$ cat src/rtl/rv32_debug_mem_master_if.sv
// Bundle of host-side streams (command, write data, read data, status) and the
// two debug RAM ports driven by rv32_debug_mem_master.
//   cmd_*        : command stream (write/dump, target RAM, byte address, word count)
//   wd_*         : write-data stream into the master
//   rd_*         : read-data stream out of the master
//   busy, done   : command in progress / one-cycle completion pulse
//   Dbg_DataRAM_*: DataRAM second port (A2, WD2, WE2 out; RD2 in)
//   Dbg_InstRAM_*: InstRAM second port (A2, WD2, WE2 out; RD2 in)
// Modport master is the debug master's view, slave is the host/RAM view.
interface rv32_debug_mem_master_if #(
    parameter int unsigned LEN_W = 16
);
    logic              cmd_valid;
    logic              cmd_ready;
    logic              cmd_write;
    logic              cmd_target;
    logic [31:0]       cmd_addr;
    logic [LEN_W-1:0]  cmd_len;

    logic              wd_valid;
    logic              wd_ready;
    logic [31:0]       wd_data;

    logic              rd_valid;
    logic              rd_ready;
    logic [31:0]       rd_data;

    logic              busy;
    logic              done;

    logic [31:0]       Dbg_DataRAM_A2;
    logic [31:0]       Dbg_DataRAM_WD2;
    logic [3:0]        Dbg_DataRAM_WE2;
    logic [31:0]       Dbg_DataRAM_RD2;

    logic [31:0]       Dbg_InstRAM_A2;
    logic [31:0]       Dbg_InstRAM_WD2;
    logic [3:0]        Dbg_InstRAM_WE2;
    logic [31:0]       Dbg_InstRAM_RD2;

    modport master (
        input  cmd_valid, cmd_write, cmd_target, cmd_addr, cmd_len,
        output cmd_ready,
        input  wd_valid, wd_data,
        output wd_ready,
        output rd_valid, rd_data,
        input  rd_ready,
        output busy, done,
        output Dbg_DataRAM_A2, Dbg_DataRAM_WD2, Dbg_DataRAM_WE2,
        input  Dbg_DataRAM_RD2,
        output Dbg_InstRAM_A2, Dbg_InstRAM_WD2, Dbg_InstRAM_WE2,
        input  Dbg_InstRAM_RD2
    );

    modport slave (
        output cmd_valid, cmd_write, cmd_target, cmd_addr, cmd_len,
        input  cmd_ready,
        output wd_valid, wd_data,
        input  wd_ready,
        input  rd_valid, rd_data,
        output rd_ready,
        input  busy, done,
        input  Dbg_DataRAM_A2, Dbg_DataRAM_WD2, Dbg_DataRAM_WE2,
        output Dbg_DataRAM_RD2,
        input  Dbg_InstRAM_A2, Dbg_InstRAM_WD2, Dbg_InstRAM_WE2,
        output Dbg_InstRAM_RD2
    );
endinterface

$ cat src/rtl/rv32_debug_mem_master.sv
// Debug memory master: turns host word-burst load/dump commands into accesses
// on the InstRAM/DataRAM debug ports (A2/WD2/WE2/RD2).
//   CPU_CLK : clock, rising edge
//   CPU_RST : synchronous active-high reset
//   bus     : rv32_debug_mem_master_if.master (command, write-data and
//             read-data streams, busy/done status, both debug RAM ports)
// All outputs are registered.
module rv32_debug_mem_master #(
    parameter int unsigned LEN_W  = 16,
    parameter int unsigned RD_LAT = 1
) (
    input  logic                         CPU_CLK,
    input  logic                         CPU_RST,
    rv32_debug_mem_master_if.master      bus
);

    localparam int unsigned WAIT_W = 1;

    localparam logic [2:0] S_IDLE    = 3'd0;
    localparam logic [2:0] S_WRITE   = 3'd1;
    localparam logic [2:0] S_RD_ADDR = 3'd2;
    localparam logic [2:0] S_RD_WAIT = 3'd3;
    localparam logic [2:0] S_RD_OUT  = 3'd4;
    localparam logic [2:0] S_FIN     = 3'd5;

    logic [2:0]        state_q,     state_d;
    logic              target_q,    target_d;
    logic [31:0]       addr_q,      addr_d;
    logic [LEN_W-1:0]  cnt_q,       cnt_d;
    logic [WAIT_W-1:0] wait_q,      wait_d;
    logic              cmd_ready_q, cmd_ready_d;
    logic              wd_ready_q,  wd_ready_d;
    logic              rd_valid_q,  rd_valid_d;
    logic [31:0]       rd_data_q,   rd_data_d;
    logic              busy_q,      busy_d;
    logic              done_q,      done_d;
    logic [31:0]       d_a2_q,      d_a2_d;
    logic [31:0]       d_wd2_q,     d_wd2_d;
    logic [3:0]        d_we2_q,     d_we2_d;
    logic [31:0]       i_a2_q,      i_a2_d;
    logic [31:0]       i_wd2_q,     i_wd2_d;
    logic [3:0]        i_we2_q,     i_we2_d;

    logic              cmd_hs, wd_hs, rd_hs, last_word;
    logic [31:0]       cmd_addr_al, addr_nxt, rd2_sel;

    // Next-state and registered-output logic
    always_comb begin
        state_d     = state_q;
        target_d    = target_q;
        addr_d      = addr_q;
        cnt_d       = cnt_q;
        wait_d      = wait_q;
        cmd_ready_d = cmd_ready_q;
        wd_ready_d  = wd_ready_q;
        rd_valid_d  = rd_valid_q;
        rd_data_d   = rd_data_q;
        busy_d      = busy_q;
        done_d      = 1'b0;
        d_a2_d      = d_a2_q;
        d_wd2_d     = d_wd2_q;
        d_we2_d     = 4'h0;
        i_a2_d      = i_a2_q;
        i_wd2_d     = i_wd2_q;
        i_we2_d     = 4'h0;

        cmd_hs      = bus.cmd_valid && cmd_ready_q;
        wd_hs       = bus.wd_valid && wd_ready_q;
        rd_hs       = rd_valid_q && bus.rd_ready;
        cmd_addr_al = bus.cmd_addr & ~32'h3;
        addr_nxt    = addr_q + 32'd4;
        last_word   = (cnt_q == LEN_W'(1));
        rd2_sel     = target_q ? bus.Dbg_InstRAM_RD2 : bus.Dbg_DataRAM_RD2;

        case (state_q)
            S_IDLE: begin
                cmd_ready_d = 1'b1;
                busy_d      = 1'b0;
                if (cmd_hs) begin
                    cmd_ready_d = 1'b0;
                    busy_d      = 1'b1;
                    target_d    = bus.cmd_target;
                    addr_d      = cmd_addr_al;
                    cnt_d       = bus.cmd_len;
                    if (bus.cmd_len == LEN_W'(0)) begin
                        state_d = S_FIN;
                    end else if (bus.cmd_write) begin
                        state_d    = S_WRITE;
                        wd_ready_d = 1'b1;
                    end else begin
                        // Present the first read address already in RD_ADDR
                        state_d = S_RD_ADDR;
                        if (bus.cmd_target) i_a2_d = cmd_addr_al;
                        else                d_a2_d = cmd_addr_al;
                    end
                end
            end

            S_WRITE: begin
                if (wd_hs) begin
                    if (target_q) begin
                        i_a2_d  = addr_q;
                        i_wd2_d = bus.wd_data;
                        i_we2_d = 4'hF;
                    end else begin
                        d_a2_d  = addr_q;
                        d_wd2_d = bus.wd_data;
                        d_we2_d = 4'hF;
                    end
                    addr_d = addr_nxt;
                    cnt_d  = cnt_q - LEN_W'(1);
                    if (last_word) begin
                        state_d    = S_FIN;
                        wd_ready_d = 1'b0;
                    end
                end
            end

            S_RD_ADDR: begin
                state_d = S_RD_WAIT;
                wait_d  = WAIT_W'(RD_LAT - 1);
            end

            // A2 has been stable since RD_ADDR; RD2 is valid on the last wait cycle
            S_RD_WAIT: begin
                if (wait_q == WAIT_W'(0)) begin
                    rd_data_d  = rd2_sel;
                    rd_valid_d = 1'b1;
                    state_d    = S_RD_OUT;
                end else begin
                    wait_d = wait_q - WAIT_W'(1);
                end
            end

            S_RD_OUT: begin
                if (rd_hs) begin
                    rd_valid_d = 1'b0;
                    addr_d     = addr_nxt;
                    cnt_d      = cnt_q - LEN_W'(1);
                    if (last_word) begin
                        state_d = S_FIN;
                    end else begin
                        state_d = S_RD_ADDR;
                        if (target_q) i_a2_d = addr_nxt;
                        else          d_a2_d = addr_nxt;
                    end
                end
            end

            // cmd_ready stays low here so it rises the cycle after done
            S_FIN: begin
                done_d      = 1'b1;
                busy_d      = 1'b0;
                cmd_ready_d = 1'b0;
                state_d     = S_IDLE;
            end

            default: begin
                state_d     = S_IDLE;
                cmd_ready_d = 1'b1;
                wd_ready_d  = 1'b0;
                rd_valid_d  = 1'b0;
                busy_d      = 1'b0;
            end
        endcase
    end

    // State and output registers
    always_ff @(posedge CPU_CLK) begin
        if (CPU_RST) begin
            state_q     <= S_IDLE;
            target_q    <= 1'b0;
            addr_q      <= 32'h0;
            cnt_q       <= '0;
            wait_q      <= '0;
            cmd_ready_q <= 1'b1;
            wd_ready_q  <= 1'b0;
            rd_valid_q  <= 1'b0;
            rd_data_q   <= 32'h0;
            busy_q      <= 1'b0;
            done_q      <= 1'b0;
            d_a2_q      <= 32'h0;
            d_wd2_q     <= 32'h0;
            d_we2_q     <= 4'h0;
            i_a2_q      <= 32'h0;
            i_wd2_q     <= 32'h0;
            i_we2_q     <= 4'h0;
        end else begin
            state_q     <= state_d;
            target_q    <= target_d;
            addr_q      <= addr_d;
            cnt_q       <= cnt_d;
            wait_q      <= wait_d;
            cmd_ready_q <= cmd_ready_d;
            wd_ready_q  <= wd_ready_d;
            rd_valid_q  <= rd_valid_d;
            rd_data_q   <= rd_data_d;
            busy_q      <= busy_d;
            done_q      <= done_d;
            d_a2_q      <= d_a2_d;
            d_wd2_q     <= d_wd2_d;
            d_we2_q     <= d_we2_d;
            i_a2_q      <= i_a2_d;
            i_wd2_q     <= i_wd2_d;
            i_we2_q     <= i_we2_d;
        end
    end

    assign bus.cmd_ready       = cmd_ready_q;
    assign bus.wd_ready        = wd_ready_q;
    assign bus.rd_valid        = rd_valid_q;
    assign bus.rd_data         = rd_data_q;
    assign bus.busy            = busy_q;
    assign bus.done            = done_q;
    assign bus.Dbg_DataRAM_A2  = d_a2_q;
    assign bus.Dbg_DataRAM_WD2 = d_wd2_q;
    assign bus.Dbg_DataRAM_WE2 = d_we2_q;
    assign bus.Dbg_InstRAM_A2  = i_a2_q;
    assign bus.Dbg_InstRAM_WD2 = i_wd2_q;
    assign bus.Dbg_InstRAM_WE2 = i_we2_q;

endmodule
$ cat src/flat_wrapper.sv
// flat-port wrapper written by rule: the top's interface ports become plain ports
module rv32_debug_mem_master_flat 
#(
    parameter int unsigned LEN_W  = 16,
    parameter int unsigned RD_LAT = 1
)
  (CPU_CLK, CPU_RST, bus_cmd_valid, bus_cmd_write, bus_cmd_target, bus_cmd_addr, bus_cmd_len, bus_cmd_ready, bus_wd_valid, bus_wd_data, bus_wd_ready, bus_rd_valid, bus_rd_data, bus_rd_ready, bus_busy, bus_done, bus_Dbg_DataRAM_A2, bus_Dbg_DataRAM_WD2, bus_Dbg_DataRAM_WE2, bus_Dbg_DataRAM_RD2, bus_Dbg_InstRAM_A2, bus_Dbg_InstRAM_WD2, bus_Dbg_InstRAM_WE2, bus_Dbg_InstRAM_RD2);
  rv32_debug_mem_master_if #(.LEN_W(LEN_W)) bus_i ();
  input  logic CPU_CLK;
  input  logic CPU_RST;
  input wire logic [$bits(bus_i.cmd_valid)-1:0] bus_cmd_valid;
  input wire logic [$bits(bus_i.cmd_write)-1:0] bus_cmd_write;
  input wire logic [$bits(bus_i.cmd_target)-1:0] bus_cmd_target;
  input wire logic [$bits(bus_i.cmd_addr)-1:0] bus_cmd_addr;
  input wire logic [$bits(bus_i.cmd_len)-1:0] bus_cmd_len;
  output wire logic [$bits(bus_i.cmd_ready)-1:0] bus_cmd_ready;
  input wire logic [$bits(bus_i.wd_valid)-1:0] bus_wd_valid;
  input wire logic [$bits(bus_i.wd_data)-1:0] bus_wd_data;
  output wire logic [$bits(bus_i.wd_ready)-1:0] bus_wd_ready;
  output wire logic [$bits(bus_i.rd_valid)-1:0] bus_rd_valid;
  output wire logic [$bits(bus_i.rd_data)-1:0] bus_rd_data;
  input wire logic [$bits(bus_i.rd_ready)-1:0] bus_rd_ready;
  output wire logic [$bits(bus_i.busy)-1:0] bus_busy;
  output wire logic [$bits(bus_i.done)-1:0] bus_done;
  output wire logic [$bits(bus_i.Dbg_DataRAM_A2)-1:0] bus_Dbg_DataRAM_A2;
  output wire logic [$bits(bus_i.Dbg_DataRAM_WD2)-1:0] bus_Dbg_DataRAM_WD2;
  output wire logic [$bits(bus_i.Dbg_DataRAM_WE2)-1:0] bus_Dbg_DataRAM_WE2;
  input wire logic [$bits(bus_i.Dbg_DataRAM_RD2)-1:0] bus_Dbg_DataRAM_RD2;
  output wire logic [$bits(bus_i.Dbg_InstRAM_A2)-1:0] bus_Dbg_InstRAM_A2;
  output wire logic [$bits(bus_i.Dbg_InstRAM_WD2)-1:0] bus_Dbg_InstRAM_WD2;
  output wire logic [$bits(bus_i.Dbg_InstRAM_WE2)-1:0] bus_Dbg_InstRAM_WE2;
  input wire logic [$bits(bus_i.Dbg_InstRAM_RD2)-1:0] bus_Dbg_InstRAM_RD2;
  assign bus_i.cmd_valid = bus_cmd_valid;
  assign bus_i.cmd_write = bus_cmd_write;
  assign bus_i.cmd_target = bus_cmd_target;
  assign bus_i.cmd_addr = bus_cmd_addr;
  assign bus_i.cmd_len = bus_cmd_len;
  assign bus_cmd_ready = bus_i.cmd_ready;
  assign bus_i.wd_valid = bus_wd_valid;
  assign bus_i.wd_data = bus_wd_data;
  assign bus_wd_ready = bus_i.wd_ready;
  assign bus_rd_valid = bus_i.rd_valid;
  assign bus_rd_data = bus_i.rd_data;
  assign bus_i.rd_ready = bus_rd_ready;
  assign bus_busy = bus_i.busy;
  assign bus_done = bus_i.done;
  assign bus_Dbg_DataRAM_A2 = bus_i.Dbg_DataRAM_A2;
  assign bus_Dbg_DataRAM_WD2 = bus_i.Dbg_DataRAM_WD2;
  assign bus_Dbg_DataRAM_WE2 = bus_i.Dbg_DataRAM_WE2;
  assign bus_i.Dbg_DataRAM_RD2 = bus_Dbg_DataRAM_RD2;
  assign bus_Dbg_InstRAM_A2 = bus_i.Dbg_InstRAM_A2;
  assign bus_Dbg_InstRAM_WD2 = bus_i.Dbg_InstRAM_WD2;
  assign bus_Dbg_InstRAM_WE2 = bus_i.Dbg_InstRAM_WE2;
  assign bus_i.Dbg_InstRAM_RD2 = bus_Dbg_InstRAM_RD2;
  rv32_debug_mem_master #(.LEN_W(LEN_W), .RD_LAT(RD_LAT)) u_core (.CPU_CLK(CPU_CLK), .CPU_RST(CPU_RST), .bus(bus_i));
endmodule
$ cat config.mk
export PLATFORM = sky130hd
export DESIGN_NAME = rv32_debug_mem_master_flat
export DESIGN_NICKNAME = d
export VERILOG_FILES = /design/src/rtl/rv32_debug_mem_master_if.sv /design/src/rtl/rv32_debug_mem_master.sv /design/src/flat_wrapper.sv
export SDC_FILE = /design/constraint.sdc
export NUM_CORES = 1
export LEC_CHECK = 0
export CAP_MARGIN = 20
export CORE_MARGIN = 2
export CORE_UTILIZATION = 49
export CTS_BUF_LIST = sky130_fd_sc_hd__clkbuf_8
export DETAILED_ROUTE_END_ITERATION = 6
export HOLD_SLACK_MARGIN = 0.12
export MAX_ROUTING_LAYER = met4
export PLACE_DENSITY_LB_ADDON = 0.12
export SETUP_SLACK_MARGIN = 0.2
export SLEW_MARGIN = 10
export SYNTH_ARGS = -nofsm -noshare
export SYNTH_HDL_FRONTEND = slang
export SYNTH_SLANG_ARGS = --single-unit
$ cat constraint.sdc
create_clock -name CPU_CLK -period 2.89 [get_ports CPU_CLK]
set_input_delay 0.4335 -clock CPU_CLK [delete_from_list [all_inputs] [get_ports CPU_CLK]]
set_output_delay 0.4335 -clock CPU_CLK [all_outputs]
set_load 0.05 [all_outputs]
==> reports/summary.txt <==
Status = finished, final reports clean
Core area = 21100 sq um
Die height = 151 um
Initial antenna violation count = 1
Post-synth ARST share = 0
Clock Tree Root = clkbuf_8
EDFF count, synth = 0
R2R depth = 6
First-pass GRT wire length = 52100 um
Synth Flop Type = dfxtp_1
Hold Fails Final Rpt = 0
Commonest non-fill, non-tap cell in the layout = clkdlybuf4s50_1
Measured slew at the worst slew-check pin = 0.821 ns
Pre-CTS setup slack = 0.185 ns
DP Wirelength = 23700 um
Clock Latency Late Sink = 0.53 ns
Critical Path RT = 3.29 ns
Nature of the critical path startpoint = flip-flop
Synth unique cells = 70
CTS tree = built
Synth Register Bits = 215
CTS hold repair buffers = 0
Hold Crit Depth = 2
Vias in the first global route = 10100
RSZ-0062 raised after global routing = no
Worst hold path class = in -> reg
Fill cell count = 1747
Number of warnings issued by yosys = 0
Cells after Synth = 1363
Critical path start-end classification = reg -> reg
Max-cap violations = 0
I/O pin count = 324
RR Endpoint = u_core.bus.Dbg_DataRAM_A2[25]
Die X-Extent = 151 um
TritonRoute pass-1 iters = 5
Syn_nets = 1517
Wire per inst = 17.5 um
Final Wtd Congestion = 0.954
Routed via count = 11100
Commonest cells after routing, fill and taps aside = 320 x clkdlybuf4s50_1, 269 x nand2_1, 214 x dfxtp_1
Worst path arrival time = 2.96 ns
Clock buffer depth = 3
Iter 0 DRT Violations = 871
Largest net degree at the start of global routing = 74
Hold Path End = u_core.bus.busy
Share of layout cells above drive strength 1 = 0.0785
Worst clock skew = 0.0188 ns
Area grow syn2layout = 39.8%
Crit share post-route = 0.888
Worst VDD drop = 564 uV
WL final = 34000 um
Routed Antenna Nets = 0
Total gr overflow = 0
Placed cell areas = 13900 sq um
Final net count = 1795
Worst setup EP type = flip-flop
Min cycle time layout = 2.57 ns
Worst R2R Setup Slack = 0.32 ns
Util after Layout = 0.699
Sequential-to-total area share from yosys stat = 0.408
Final Setup Violations = 0
Post-CTS setup buffer count = 0
Design area = 14700 sq um
Vias per cell = 5.69
Clk pin slew, worst setup/hold paths = 0.06 ns
Fin. max-slew vios = 0
TNS Setup = 0 ns
Port bufs = 321
# rows = 53
Cell Pwr Density = 1050 nW/um^2
Die ar. = 22700 sq um
DRC viols = 0
Mapped Area = 10500 sq um
Final worst setup slack = 0.324 ns
Synth Area per Inst = 7.73 sq um
Min-delay src = CPU_RST
Depth of the CTS H-tree = 2
CTS sink count = 215
F_max = 390 MHz
Slew headroom = 0.452
Gr usage total = 0.293
Cts bufs inserted = 38
Worst r2r src = u_core.addr_q[10]
Post-CTS Resized = 0
Starting Density = 0.500
Worst-path maximum fanout = 11
Leak = 0.00519 uW
[cells in the mapped netlist (4+ instances only)]
| cell | n | area [sq um] |
|---|---|---|
| o22ai_1 | 13 | 81.3 |
| nor3b_1 | 4 | 30.0 |
| buf_2 | 25 | 125 |
| o21bai_1 | 4 | 30.0 |
| o41ai_1 | 5 | 43.8 |
| inv_1 | 10 | 37.5 |
| nand3b_1 | 5 | 37.5 |
| xnor2_1 | 9 | 78.8 |
| or3_1 | 4 | 25.0 |
| o21a_1 | 7 | 52.6 |
| and3_1 | 8 | 50.1 |
| dfxtp_1 | 215 | 4300 |
| o31ai_1 | 24 | 180 |
| and2_1 | 4 | 25.0 |
| a21oi_1 | 137 | 686 |
| a21o_1 | 7 | 52.6 |
| o211ai_1 | 5 | 37.5 |
| nor4_1 | 12 | 75.1 |
| a31oi_1 | 8 | 50.1 |
| nand3_1 | 24 | 120 |
| o21ai_0 | 51 | 255 |
| buf_1 | 5 | 18.8 |
| nor2_1 | 145 | 544 |
| nand4_1 | 14 | 87.6 |
| and4_1 | 7 | 61.3 |
| a22oi_1 | 22 | 165 |
| xor2_1 | 5 | 43.8 |
| a22o_1 | 8 | 70.1 |
| clkbuf_1 | 78 | 293 |
| a211oi_2 | 6 | 75.1 |
| a211oi_1 | 44 | 330 |
| nor3_1 | 65 | 325 |
| mux2i_1 | 34 | 340 |
| nor2b_1 | 4 | 25.0 |
| nand2_1 | 269 | 1010 |
| buf_6 | 6 | 67.6 |
| buf_4 | 13 | 97.6 |
[metrics by stage]
step | cells | total power [uW] | hold slack [ns]
after floorplan | 1363 | 9960 | 0.461
after global placement | 1876 | 12200 | 0.441
after detailed placement | 1876 | 12300 | 0.445
after CTS | 1944 | 15400 | 0.325
after global routing | 1945 | 16300 | 0.354
final | 1945 | 15400 | 0.358
[report_power, final]
part | total [uW] | internal [uW] | switching, uW
Sequential | 4450 | 3720 | 738
Clock | 2990 | 1720 | 1270
Combinational | 7970 | 2820 | 5150
[cell type report]
type	count	area, sq um	share of cell area
multi-input combinational	1010	5610	0.381
sequential	215	4310	0.292
timing repair buffer	366	3610	0.245
clock buffer	50	688	0.0467
tap	275	344	0.0234
clock inverter	18	128	0.00866
inverter	10	37.5	0.00255
antenna	1	2.50	0.000170
[logic make-up after synthesis]
| kind of cell | count (synthesis) | share of synthesized area |
|---|---|---|
| AO/OA/AOI/OAI | 372 | 0.231 |
| XOR/XNOR | 14 | 0.0116 |
| adder cells (fa/ha/maj) | 3 | 0.00356 |
| buffers and inverters | 138 | 0.0621 |
| flip-flops | 215 | 0.408 |
| multiplexers | 35 | 0.0334 |
| AND/OR/NAND/NOR | 586 | 0.250 |
[worst max-delay path by stage]
stage	cells after the start	startpoint	slack, ns	to
finish	6	u_core.addr_q[10]	0.32	u_core.bus.Dbg_DataRAM_A2[25]
global route	7	u_core.state_q[0]	0.22	u_core.bus.Dbg_DataRAM_A2[23]
CTS	6	u_core.addr_q[10]	0.41	u_core.bus.Dbg_DataRAM_A2[25]
detailed placement	7	bus_cmd_len[10]	0.19	u_core.bus.Dbg_DataRAM_A2[27]
global placement	7	bus_rd_ready	0.20	u_core.bus.Dbg_DataRAM_A2[31]
floorplan	9	u_core.bus.wd_ready	0.58	u_core.cnt_q[8]
[sequential cells by signal, indices dropped and copies added, names as in the netlist, 3 cells and up]
signal                      flops
u_core.bus.rd_data             32
u_core.addr_q                  30
u_core.bus.Dbg_DataRAM_WD2     32
u_core.cnt_q                   16
u_core.bus.Dbg_DataRAM_A2      31
u_core.state_q                  3
u_core.bus.Dbg_InstRAM_WD2     32
u_core.bus.Dbg_InstRAM_A2      31
[routing by layer]
metal | global-route usage | up-vias | wire (um)
met5 | - | - | 0
li1 | - | 5386 | -
met3 | 0.0703 | 68 | 3250
met4 | 0.0841 | 0 | 786
met2 | 0.455 | 566 | 15700
met1 | 0.382 | 5051 | 14200
[worst max-delay path: stages, from the launching register on]
cell	delay, ns
dfxtp_1	0.56
nand4_2	0.37
or4_1	0.76
nor2_1	0.16
o21ai_0	0.09
a21oi_1	0.34
a311oi_1	0.15
(Power assumes the default switching activity.)
